===== config.mk =====
export PLATFORM = sky130hd
export DESIGN_NAME = or_approx_seq_mult
export DESIGN_NICKNAME = d
export VERILOG_FILES = /design/src/rtl/or_approx_seq_mult.sv
export SDC_FILE = /design/constraint.sdc
export NUM_CORES = 1
export LEC_CHECK = 0
export BUFFER_PORTS_ARGS = -buffer_cell sky130_fd_sc_hd__buf_2
export CAP_MARGIN = 15
export CORE_MARGIN = 10
export CORE_UTILIZATION = 42
export DETAILED_ROUTE_END_ITERATION = 10
export GPL_TIMING_DRIVEN = 0
export MAX_ROUTING_LAYER = met4
export PLACE_DENSITY = 0.63
export SETUP_SLACK_MARGIN = 0.3
export SLEW_MARGIN = 20
export SYNTH_ARGS = -nofsm -noshare
export SYNTH_HDL_FRONTEND = slang
export SYNTH_SLANG_ARGS = --single-unit

===== constraint.sdc =====
create_clock -name clk -period 7.8 [get_ports clk]
set_input_delay 1.17 -clock clk [delete_from_list [all_inputs] [get_ports clk]]
set_output_delay 1.17 -clock clk [all_outputs]
set_load 0.01 [all_outputs]

===== src/rtl/or_approx_seq_mult.sv =====
// Sequential nibble-serial unsigned multiplier: one 4x4 sub-product per cycle,
// each either exact or OR-approximate, summed exactly into a 2N-bit accumulator.
module or_approx_seq_mult #(
    parameter int N = 8
) (
    input  logic           clk,
    input  logic           rst,
    input  logic [N-1:0]   a,
    input  logic [N-1:0]   b,
    input  logic           mode,
    input  logic           in_valid,
    output logic           in_ready,
    output logic [2*N-1:0] Y,
    output logic           out_valid,
    input  logic           out_ready
);

    localparam int NN = N / 4;
    localparam int K  = NN * NN;
    localparam int CW = $clog2(K) + 1;
    localparam int IW = (NN > 1) ? $clog2(NN) : 1;

    typedef enum logic [1:0] {
        IDLE = 2'd0,
        CALC = 2'd1,
        DONE = 2'd2
    } state_t;

    function automatic logic [7:0] mul4_exact(input logic [3:0] x, input logic [3:0] y);
        return 8'(x) * 8'(y);
    endfunction

    // 2x2 partial products merged with OR instead of addition
    function automatic logic [7:0] mul4_or(input logic [3:0] x, input logic [3:0] y);
        logic [3:0] hh, hl, lh, ll;
        hh = 4'(x[3:2]) * 4'(y[3:2]);
        hl = 4'(x[3:2]) * 4'(y[1:0]);
        lh = 4'(x[1:0]) * 4'(y[3:2]);
        ll = 4'(x[1:0]) * 4'(y[1:0]);
        return {hh, 4'b0000} | {2'b00, hl, 2'b00} | {2'b00, lh, 2'b00} | {4'b0000, ll};
    endfunction

    state_t           state_q, state_d;
    logic [N-1:0]     a_q, a_d, b_q, b_d;
    logic             mode_q, mode_d;
    logic [2*N-1:0]   acc_q, acc_d, y_q, y_d;
    logic [CW-1:0]    cnt_q, cnt_d;
    logic [IW-1:0]    i_q, i_d, j_q, j_d;
    logic             in_ready_q, in_ready_d, out_valid_q, out_valid_d;
    logic [3:0]       a_nib_s, b_nib_s;
    logic [7:0]       m_s;
    logic [2*N-1:0]   sp_s, sum_s;

    // Current sub-product (i inner, j outer) and running sum
    always_comb begin
        a_nib_s = a_q[4*i_q +: 4];
        b_nib_s = b_q[4*j_q +: 4];
        if (mode_q) begin
            m_s = mul4_or(a_nib_s, b_nib_s);
        end else begin
            m_s = mul4_exact(a_nib_s, b_nib_s);
        end
        sp_s  = (2*N)'(m_s) << (4 * (int'(i_q) + int'(j_q)));
        sum_s = acc_q + sp_s;
    end

    // Next-state logic for the IDLE/CALC/DONE handshake FSM
    always_comb begin
        state_d  = state_q;
        a_d      = a_q;
        b_d      = b_q;
        mode_d   = mode_q;
        acc_d    = acc_q;
        y_d      = y_q;
        cnt_d    = cnt_q;
        i_d      = i_q;
        j_d      = j_q;
        case (state_q)
            IDLE: begin
                if (in_valid) begin
                    a_d     = a;
                    b_d     = b;
                    mode_d  = mode;
                    acc_d   = {(2*N){1'b0}};
                    cnt_d   = {CW{1'b0}};
                    i_d     = {IW{1'b0}};
                    j_d     = {IW{1'b0}};
                    state_d = CALC;
                end else begin
                    state_d = IDLE;
                end
            end
            CALC: begin
                acc_d = sum_s;
                cnt_d = cnt_q + CW'(1);
                if (i_q == IW'(NN - 1)) begin
                    i_d = {IW{1'b0}};
                    j_d = j_q + IW'(1);
                end else begin
                    i_d = i_q + IW'(1);
                end
                if (cnt_q == CW'(K - 1)) begin
                    y_d     = sum_s;
                    state_d = DONE;
                end else begin
                    state_d = CALC;
                end
            end
            DONE: begin
                if (out_ready) begin
                    state_d = IDLE;
                end else begin
                    state_d = DONE;
                end
            end
            default: begin
                state_d = IDLE;
            end
        endcase
        in_ready_d  = (state_d == IDLE);
        out_valid_d = (state_d == DONE);
    end

    // State registers with synchronous active-high reset
    always_ff @(posedge clk) begin
        if (rst) begin
            state_q     <= IDLE;
            a_q         <= {N{1'b0}};
            b_q         <= {N{1'b0}};
            mode_q      <= 1'b0;
            acc_q       <= {(2*N){1'b0}};
            y_q         <= {(2*N){1'b0}};
            cnt_q       <= {CW{1'b0}};
            i_q         <= {IW{1'b0}};
            j_q         <= {IW{1'b0}};
            in_ready_q  <= 1'b1;
            out_valid_q <= 1'b0;
        end else begin
            state_q     <= state_d;
            a_q         <= a_d;
            b_q         <= b_d;
            mode_q      <= mode_d;
            acc_q       <= acc_d;
            y_q         <= y_d;
            cnt_q       <= cnt_d;
            i_q         <= i_d;
            j_q         <= j_d;
            in_ready_q  <= in_ready_d;
            out_valid_q <= out_valid_d;
        end
    end

    assign in_ready  = in_ready_q;
    assign out_valid = out_valid_q;
    assign Y         = y_q;

endmodule

==> results list <==
- Sequential element share of the synthesized area: 0.319
* Result of the run: finished, final reports clean
- Library cell used as clock root buffer: sky130_fd_sc_hd__clkbuf_8
* Number of buffers created by CTS: 9
* Hold buffers post-CTS: 0
* Core Region: 8340 µm²
- Leaving out fill and tap cells, the most frequent cell in the layout is sky130_fd_sc_hd__nand2_1.
- Hold timing on the final database bottoms out at a slack of 0.450 ns.
* Most frequent cells in the layout: 72 x sky130_fd_sc_hd__nand2_1, 58 x sky130_fd_sc_hd__dfxtp_1, 56 x sky130_fd_sc_hd__nor2_1
- In the finished design, the share of the clock period the worst path needs comes to 0.763.
* Top cell family by delay on the critical path: adder cells
* Xor and xnor area share after synthesis: 0.0336
* Maximum root-to-sink buffer count: 2
* Total number of nets in the final design: 569
- Slowest stage cell on the critical path: sky130_fd_sc_hd__fa_1
- The count of nets left with antenna violations once routing finished came out at 0.
- For this design the static power due to leakage is 0.00181 µW.
- After synthesis, the largest family of logic cells by area is simple AND/OR/NAND/NOR gates.
- Post-synthesis average cell area: 7.94 µm²
- Via count of the first global-routing pass: 3292
- Netlist area before placement: 3640 µm²
- Pin slew with the least headroom to its limit: 0.620 ns
- Across the run, the number of max-cap violations was 0.
- STA puts the critical path data required time at 8.09 ns.
* Count of clock tree sinks: 58
* Finished Cell Area: 4150 µm²
- Met2 track utilization from global routing: 0.233
- Achievable clock frequency: 168 MHz
- After global routing the overflow that remains totals 0.
- Headroom to the max-slew limit came out at 0.587.
* Pwr dens: 159 nW/µm²
- Synthesis handed over a netlist of 459 instances.
- Cell taking the most area after synthesis: sky130_fd_sc_hd__dfxtp_1
- List of cells traversed by the critical path: clkbuf_1 > mux2i_1 > nor2_1 > fa_1 > fa_1 > inv_1 > fa_1 > inv_1 > a21o_1 > a21oi_1 > xnor2_1 > mux2i_1 > mux2i_1 > and2_1 > ha_1 > and4_4 > a2111o_1 > a221oi_2 > nor2_2 > mux2i_4 > or4_1 > nand3_1
- Final total power: 661 µW
* Signed area change from the synthesized netlist to the final layout: 13.9%
- Setup repair after global routing left no endpoint under its margin.
- The min-delay analysis places its worst path in the category reg2reg.
- Maximum single-stage delay on the critical path: 0.57 ns
- Total routing resource utilization after global routing: 0.149
- Post-synth EDFFs: 0
* Synth Register Bits: 58
* VDD IR-drop max: 0.0984 mV
- The layout has 859 filler cells.
- Total buffers and inverters traversed by the critical path: 3
- By area the synthesized netlist is led by sky130_fd_sc_hd__dfxtp_1 32%, sky130_fd_sc_hd__ha_1 12%, sky130_fd_sc_hd__nand2_1 7.4%.
* Worst Setup Path Type: reg2reg
- Clock transition at the registers of the reported paths: 0.07 ns
* Via count: 3315
* Type of element capturing the critical path: register
- Mux cell area share after synthesis: 0.0422
* Post-synth ARST share: 0
* Area enclosed by the die boundary: 12800 µm²
- Fraction of met1 tracks used by global routing: 0.180
* GR Util met3: 0.0391
* Fraction of post-synthesis cell area in the top cell type by area: 0.319
* Antenna fix cells: 0
- In this run the most used layer during global routing was met2.
- Of all nets on the critical path, the largest fanout is 6.
* Syn Nets: 520
* Total half-perimeter wirelength after legalization and detailed placement: 7230 µm
- After detailed routing, the number of vias per cell comes to 5.37.
- At the end of routability-driven placement, the weighted congestion stood at 0.915.
* Number of pins exceeding their max-slew limit in the final report: 0
- Setup Skew: 0.00664 ns
- Wirelength per Cell: 14.8 µm
- Of the total synthesized cell area, the portion taken by AND, OR, NAND and NOR gates is 0.226.
- Input and output buffers added on the ports amount to 38.
* FP Rows: 33
- The floorplan step set the die width to 113 µm.
- For the finished layout, the period the worst path requires is 5.95 ns.
* Residual DRC: 0
- Of the cells placed in the final design, the portion with a size suffix greater than 1 is 0.129.
- Vert. Die Dim: 113 µm
* Clock network latency to the later pin of the worst-skew pair: 0.35 ns
- # setup viols final: 0
- Kind of start point of the critical path: register
- The first global-routing pass estimated 15400 µm of wire.
* Final core utilization: 0.498
* Placed cell area: 3970 µm²
- Wires add up to 9140 µm.
- The setup check on the worst reg-to-reg path leaves a slack of 1.85 ns.
- For this configuration, the core starts out at a cell density of 0.437.
- Summed over all failing endpoints, the final setup total negative slack is 0 ns.
* Dominant synthesized flop cell: sky130_fd_sc_hd__dfxtp_1
- The final hold violation count came to 0.
* Drt initial violations: 155
- Compound-Gate Fraction of Synth Area: 0.189
* Boundary Pins: 39
* Setup repair bufs after CTS: 0
* Area of the multi-input gates: 2330 µm²
* Synth warnings: 0
- Data arrival time of the critical path: 6.24 ns
- Across the whole layout, storage elements account for 1160 µm².
* Resized cells post-CTS: 0
* Largest net degree at the start of global routing: 11
- After synthesis, the netlist uses 51 different library cells.
- Antenna violations before repair: 0
- Of the total synthesized cell area, the portion taken by full adders, half adders and majority gates is 0.148.
- The H-tree was split into 3 levels.
- CTS tree: done
* Drt first pass iters: 4
sequential cells by signal, summed over array words and instances (netlist names):
register   count
mode_q         1
b_q            8
Y             16
state_q        2
i_q            1
out_valid      1
j_q            1
acc_q         16
cnt_q          3
a_q            8
in_ready       1
cell families after synthesis:
group / Yosys count
adder cells (fa/ha/maj): 40
buffers and inverters: 39
AND/OR/NAND/NOR: 184
XOR/XNOR: 14
flip-flops: 58
AO/OA/AOI/OAI: 110
multiplexers: 14
power by group:
group | leakage [µW] | switching [µW] | internal, µW | total (µW)
combinational | 0.00124 | 49.9 | 28.1 | 78.0
clock | 0.0000962 | 120 | 154 | 274
sequential | 0.000471 | 4.32 | 305 | 309
worst reg2reg max path: stages, from the launching register on:
cell                       delay (ns)
sky130_fd_sc_hd__dfxtp_1         0.34
sky130_fd_sc_hd__clkbuf_1        0.30
sky130_fd_sc_hd__mux2i_1         0.49
sky130_fd_sc_hd__nor2_1          0.14
sky130_fd_sc_hd__fa_1            0.48
sky130_fd_sc_hd__fa_1            0.57
sky130_fd_sc_hd__inv_1           0.06
sky130_fd_sc_hd__fa_1            0.45
sky130_fd_sc_hd__inv_1           0.07
sky130_fd_sc_hd__a21o_1          0.10
sky130_fd_sc_hd__a21oi_1         0.08
sky130_fd_sc_hd__xnor2_1         0.13
sky130_fd_sc_hd__mux2i_1         0.20
sky130_fd_sc_hd__mux2i_1         0.12
sky130_fd_sc_hd__and2_1          0.19
sky130_fd_sc_hd__ha_1            0.33
sky130_fd_sc_hd__and4_4          0.22
sky130_fd_sc_hd__a2111o_1        0.39
sky130_fd_sc_hd__a221oi_2        0.36
sky130_fd_sc_hd__nor2_2          0.11
sky130_fd_sc_hd__mux2i_4         0.22
sky130_fd_sc_hd__or4_1           0.48
sky130_fd_sc_hd__nand3_1         0.07
synthesized netlist by cell type (all sizes together), types with 3 or more instances:
library cell and n:
xnor2 9, xor2 5, o22ai 3, and2 7, nand2 72, nor2 57, a31oi 3, ha 35
o21ai 18, buf 4, a21o 6, nor3 11, nand3 12, inv 16, a211oi 7, a21oi 46
mux2i 13, nor2b 4, a22oi 10, o311ai 3, or2 3, clkbuf 19, or3 4, dfxtp 58
o21a 4, fa 5
stage by stage:
step                      cells  setup WS, ns
after global placement      602          1.88
final                       617          1.85
after detailed placement    602          1.86
after CTS                   617          1.85
after floorplan             459          2.37
after global routing        617          1.51
per-layer routing:
| layer | wire length (µm) | share of wire | vias to the layer above |
|---|---|---|---|
| met1 | 4370 | 0.48 | 1521 |
| met4 | 157 | 0.017 | 0 |
| li1 | - | - | 1703 |
| met3 | 490 | 0.054 | 15 |
| met5 | 0 | 0 | - |
| met2 | 4120 | 0.45 | 76 |
worst paths after layout:
| path | start | end | cells after the start |
|---|---|---|---|
| worst max-delay path | j_q | acc_q[15] | 22 |
| worst min-delay path | Y[4] | Y[4] | 2 |
| worst max register to register | j_q | acc_q[15] | 22 |
| worst min register to register | Y[4] | Y[4] | 2 |
cell type report:
type,count,area share
Buffer,23,0.0226
Clock buffer,12,0.0350
Clock inverter,3,0.00964
Inverter,16,0.0145
Multi-Input combinational cell,362,0.561
Sequential cell,58,0.280
Tap cell,105,0.0316
Timing Repair Buffer,38,0.0458
Power figures use the tool's default switching activity.
